## src/rtl/shift_pkg.sv

```systemverilog
// Shared definitions for the serial shift link (PISO transmitter and SIPO receiver).
// Holds the transmitter state encoding, bit-order constants and counter sizing helper.
package shift_pkg;

    typedef enum logic {
        IDLE  = 1'b0,
        SHIFT = 1'b1
    } state_e;

    // Bit-order selectors shared by both ends of the link
    localparam bit MSB_FIRST_ORDER = 1'b1;
    localparam bit LSB_FIRST_ORDER = 1'b0;

    localparam int unsigned WIDTH_MIN = 2;
    localparam int unsigned WIDTH_MAX = 32;

    // Bit-counter width for a WIDTH-bit word; never narrower than one bit
    function automatic int unsigned cnt_w(input int unsigned width);
        return (width < 2) ? 1 : $clog2(width);
    endfunction

endpackage

```

## src/rtl/shift_bit_cnt.sv

```systemverilog
// Modulo-WIDTH bit counter with synchronous clear, count enable and terminal count.
// Clear has priority over enable so a reload on the last bit restarts at zero.
module shift_bit_cnt
    import shift_pkg::*;
#(
    parameter int unsigned WIDTH = 4
) (
    input  logic clk,
    input  logic rst_n,
    input  logic clr_i,
    input  logic en_i,
    output logic tc_o
);

    localparam int unsigned CNT_W = cnt_w(WIDTH);
    localparam logic [CNT_W-1:0] CNT_MAX = CNT_W'(WIDTH - 1);

    logic [CNT_W-1:0] cnt_q;
    logic [CNT_W-1:0] cnt_d;

    always_comb begin
        cnt_d = cnt_q;
        if (clr_i) begin
            cnt_d = '0;
        end else if (en_i) begin
            cnt_d = (cnt_q == CNT_MAX) ? '0 : cnt_q + CNT_W'(1);
        end
    end

    always_ff @(posedge clk or negedge rst_n) begin
        if (!rst_n) begin
            cnt_q <= '0;
        end else begin
            cnt_q <= cnt_d;
        end
    end

    assign tc_o = (cnt_q == CNT_MAX);

endmodule

```

## src/rtl/shift_piso_tx.sv

```systemverilog
// Parallel-in serial-out transmitter: accepts a word on valid/ready and shifts it
// out one bit per clock, reloading on the last bit so consecutive words have no gap.
module shift_piso_tx
    import shift_pkg::*;
#(
    parameter int unsigned WIDTH     = 4,
    parameter bit          MSB_FIRST = MSB_FIRST_ORDER
) (
    input  logic             clk,
    input  logic             rst_n,
    input  logic [WIDTH-1:0] p_in,
    input  logic             p_valid,
    output logic             p_ready,
    output logic             s_out,
    output logic             s_valid,
    output logic             s_last,
    output logic             busy
);

    state_e           state_q;
    state_e           state_d;
    logic [WIDTH-1:0] sreg_q;
    logic [WIDTH-1:0] sreg_d;
    logic [WIDTH-1:0] sreg_shifted;
    logic             in_shift;
    logic             cnt_tc;
    logic             last_bit;
    logic             accept;

    assign in_shift = (state_q == SHIFT);
    assign last_bit = in_shift & cnt_tc;

    // Ready depends only on state and counter so there is no valid->ready loop
    assign p_ready = ~in_shift | cnt_tc;
    assign accept  = p_valid & p_ready;

    // Vacated positions fill with zero in either bit order
    assign sreg_shifted = MSB_FIRST ? {sreg_q[WIDTH-2:0], 1'b0}
                                    : {1'b0, sreg_q[WIDTH-1:1]};

    always_comb begin
        state_d = state_q;
        sreg_d  = sreg_q;
        unique case (state_q)
            IDLE: begin
                if (p_valid) begin
                    sreg_d  = p_in;
                    state_d = SHIFT;
                end
            end
            SHIFT: begin
                sreg_d = sreg_shifted;
                if (cnt_tc) begin
                    if (p_valid) begin
                        sreg_d = p_in;
                    end else begin
                        state_d = IDLE;
                    end
                end
            end
            default: begin
                state_d = IDLE;
                sreg_d  = '0;
            end
        endcase
    end

    always_ff @(posedge clk or negedge rst_n) begin
        if (!rst_n) begin
            state_q <= IDLE;
            sreg_q  <= '0;
        end else begin
            state_q <= state_d;
            sreg_q  <= sreg_d;
        end
    end

    shift_bit_cnt #(
        .WIDTH(WIDTH)
    ) u_bit_cnt (
        .clk   (clk),
        .rst_n (rst_n),
        .clr_i (accept),
        .en_i  (in_shift),
        .tc_o  (cnt_tc)
    );

    assign s_valid = in_shift;
    assign busy    = in_shift;
    assign s_last  = last_bit;
    assign s_out   = in_shift & (MSB_FIRST ? sreg_q[WIDTH-1] : sreg_q[0]);

endmodule

```

## config.mk

```make
export PLATFORM = sky130hd
export DESIGN_NAME = shift_piso_tx
export DESIGN_NICKNAME = d
export VERILOG_FILES = /design/src/rtl/shift_pkg.sv /design/src/rtl/shift_bit_cnt.sv /design/src/rtl/shift_piso_tx.sv
export SDC_FILE = /design/constraint.sdc
export NUM_CORES = 1
export LEC_CHECK = 0
export BUFFER_PORTS_ARGS = -buffer_cell sky130_fd_sc_hd__buf_2
export CAP_MARGIN = 25
export CORE_AREA = 2 2 39 41
export DETAILED_ROUTE_END_ITERATION = 8
export DIE_AREA = 0 0 41 43
export GPL_TIMING_DRIVEN = 0
export PLACE_DENSITY_LB_ADDON = 0.05
export RECOVER_POWER = 25
export SETUP_SLACK_MARGIN = 0.15
export SLEW_MARGIN = 10
export SYNTH_ARGS = -nofsm -noshare
export SYNTH_HDL_FRONTEND = slang
export SYNTH_SLANG_ARGS = --single-unit
```

## constraint.sdc

```tcl
create_clock -name clk -period 1.5 [get_ports clk]
set_input_delay 0.075 -clock clk [delete_from_list [all_inputs] [get_ports clk]]
set_output_delay 0.075 -clock clk [all_outputs]
set_load 0.01 [all_outputs]
```

==> flow_metrics.py <==
metrics = {
    "timing": {
        "hold_violations": 0,
        "relSlewSlack_pct": 73.63,
        "rsz0062_at_grt": "no",
        "maxSlewViolCount": 0,
        "finalSetupViolations": 0,
        "finalClockSkew_ps": 4.158,
        "fin_crit_ps": 1265,
        "period_share_pct": 84.36,
        "finalSetupTns_ps": 0,
        "fmax_ghz": 0.7903,
        "worstMarginPinSlew_ps": 395.5,
    },
    "final_layout": {
        "nets": 61,
        "drive_above_1_share_pct": 37.25,
        "antenna_cells": 0,
        "postLayoutCellArea_um2": 499.2,
        "area_delta_synth_final_pct": 27.48,
    },
    "synth": {
        "async_flop_share_pct": 100.0,
        "synth_area_per_cell_um2": 10.88,
        "synth_ff_type": "dfrtp_1",
        "ys_top_cells_by_area": "dfrtp_1, mux2_4, ha_1",
        "synth_nets": 45,
        "ys_seq_area_share_pct": 44.73,
        "yosysUniqueCellTypes": 16,
        "netlist_instances": 36,
        "synth_commonest_cells": "dfrtp_1, o22ai_1",
        "post-synth-top-count-cell": "dfrtp_1",
        "synth_warnings": 0,
        "synth_top_cell_area_share_pct": 44.73,
        "synth.cell_area_um2": 391.6,
        "synth-edff-count": 0,
        "ys_ff_latch": 7,
        "synth_largest_area_cell": "dfrtp_1",
    },
    "drt": {
        "detail-route-antenna-nets": 0,
        "drt-initial-drc-count": 1,
        "drcViolationCount": 0,
        "via_per_inst": 4.567,
        "vias": 306,
        "first_pass_iters": 2,
        "wl_per_cell_um": 11.36,
        "finalWirelength_um": 761,
    },
    "clocking": {
        "clkSinkCount": 7,
        "cts_tree": "done",
        "numCtsBuffers": 3,
        "cts_setup_buffers": 0,
        "worstSkewPairLatency_ps": 250,
        "root_buffer": "clkbuf_4",
        "clockBufferDepth": 2,
        "htreeDepth": 1,
        "clkTransAtPathRegs_ps": 60,
    },
    "run": {
        "drv_cap": 0,
    },
    "hold_path": {
        "min_path_type": "in -> reg",
    },
    "power": {
        "power.density_mw_per_mm2": 2023,
        "p_clk_share_pct": 17.0,
        "cell_internal_pwr_uw": 642.3,
        "p_leak_nw": 0.2590,
        "seq_power_share_pct": 33.5,
        "p_comb_share_pct": 49.5,
        "power_switching_uw": 367.4,
        "totalPowerFinal_mw": 1.010,
        "vdd_drop_max_v": 0.0006207,
        "sw_frac_of_total_pct": 36.39,
    },
    "floorplanning": {
        "row_count": 14,
        "die_area_mm2": 0.001763,
        "coreArea_mm2": 0.001384,
        "dieWidth_um": 41,
        "die_h_um": 43,
        "initial_core_util_pct": 28.30,
        "ios": 12,
    },
    "global_route": {
        "grt_usage_pct": 11.45,
        "gr-total-overflow": 0,
        "first_global_vias": 312,
        "grt_max_degree": 11,
        "grt_pass1_wl_mm": 1.317,
        "antenna_found_initial": 0,
    },
    "critical_path": {
        "crit_path_end_kind": "output pin",
        "cp.arrival_ps": 1190,
        "cp-start-kind": "register",
        "path_max_fanout": 4,
        "crit_type": "reg -> out",
        "cp.required_ps": 1420,
    },
    "placed_design": {
        "place_area_um2": 461.7,
        "place_congestion": 0.5965,
        "dp_hpwl_um": 586.9,
        "portBuffers": 10,
    },
    "outcome": {
        "status": "completed",
    },
}
stage by stage:
| stage | utilization, % | hold WS, ps | worst slack [ps] | instances |
|---|---|---|---|---|
| 2_1_floorplan | - | -220.6 | 326.0 | 36 |
| 3_3_place_gp | 33.36 | -83.66 | 285.9 | 62 |
| 3_5_place_dp | 33.36 | -78.56 | 257.9 | 62 |
| 4_1_cts | 35.99 | 63.07 | 212.0 | 67 |
| 5_1_grt | 36.08 | 73.95 | 171.4 | 67 |
| 6_report | 36.08 | 71.74 | 234.6 | 67 |
cell type report:
cell class,count,area [um2]
sequential,7,175.2
buffer,3,23.77
tap,16,20.02
inverter,3,11.26
multi-input combinational,23,183.9
fill,152,884.6
clock buffer,4,26.28
timing repair buffer,11,58.81
worst paths after layout:
check,from,cells after the start,slack (ps),end
max,u_bit_cnt.cnt_q[0]$_DFFE_PN0P_,3,230,p_ready
min,p_in[2],3,70,sreg_q[2]$_DFFE_PN0P_
max in group asynchronous,rst_n,2,960,u_bit_cnt.cnt_q[1]$_DFFE_PN0P_
max reg2reg,u_bit_cnt.cnt_q[0]$_DFFE_PN0P_,4,290,sreg_q[1]$_DFFE_PN0P_
min reg2reg,sreg_q[0]$_DFFE_PN0P_,1,530,sreg_q[0]$_DFFE_PN0P_
min in group asynchronous,rst_n,2,260,sreg_q[2]$_DFFE_PN0P_
cells in the final DEF, fill, tap and decap left out:
cell / instances
o22ai_1: 4
nand2b_2: 1
ha_1: 2
buf_4: 1
mux2_4: 3
a32o_1: 1
dfrtp_1: 7
and2_1: 2
clkbuf_1: 2
o21ai_0: 1
buf_6: 1
buf_2: 10
nand2_1: 2
mux2i_1: 1
dlygate4sd3_1: 1
a31oi_1: 3
clkbuf_4: 3
nor2_1: 1
inv_1: 3
nand2b_1: 2
kinds of logic (layout without fill, tap and decap cells):
logic type	after synthesis	count (layout)	synth area share [%]
multiplexers	4	4	14.06
AND/OR/NAND/NOR	8	8	10.86
AO/OA/AOI/OAI	9	9	15.01
adder cells (fa/ha/maj)	2	2	6.389
buffers and inverters	6	21	8.945
flip-flops	7	7	44.73
per-layer routing:
layer	GRT usage (%)	up-vias	wire length (um)
met1	13.58	143	324
met5	0	-	0
met2	16.88	8	395
met4	8.000	0	0
li1	-	155	-
met3	3.141	0	41
critical path, stage by stage (launching register included):
cell and delay (ps):
dfrtp_1 410, ha_1 220, nand2b_1 160, buf_2 150
state kept, by name, indices dropped and copies added, names as in the netlist:
signal and flops:
busy 1, u_bit_cnt.cnt_q 2, sreg_q 4
power groups by stage:
stage	Sequential (mW)	Clock [mW]	Combinational (mW)
after floorplan	0.327	0	0.379
after global placement	0.333	0	0.481
after detailed placement	0.342	0	0.500
after CTS	0.339	0.183	0.503
after global routing	0.353	0.195	0.562
final	0.338	0.172	0.500
what timing repair did:
item / 4_1_cts / 5_1_grt
endpoints found under the hold margin: 7 / 0
setup endpoints to repair: 0 / 1
resized for setup: 0 / 1
hold buffers: 1 / 0
No activity file was read; power rests on OpenSTA's default activity.
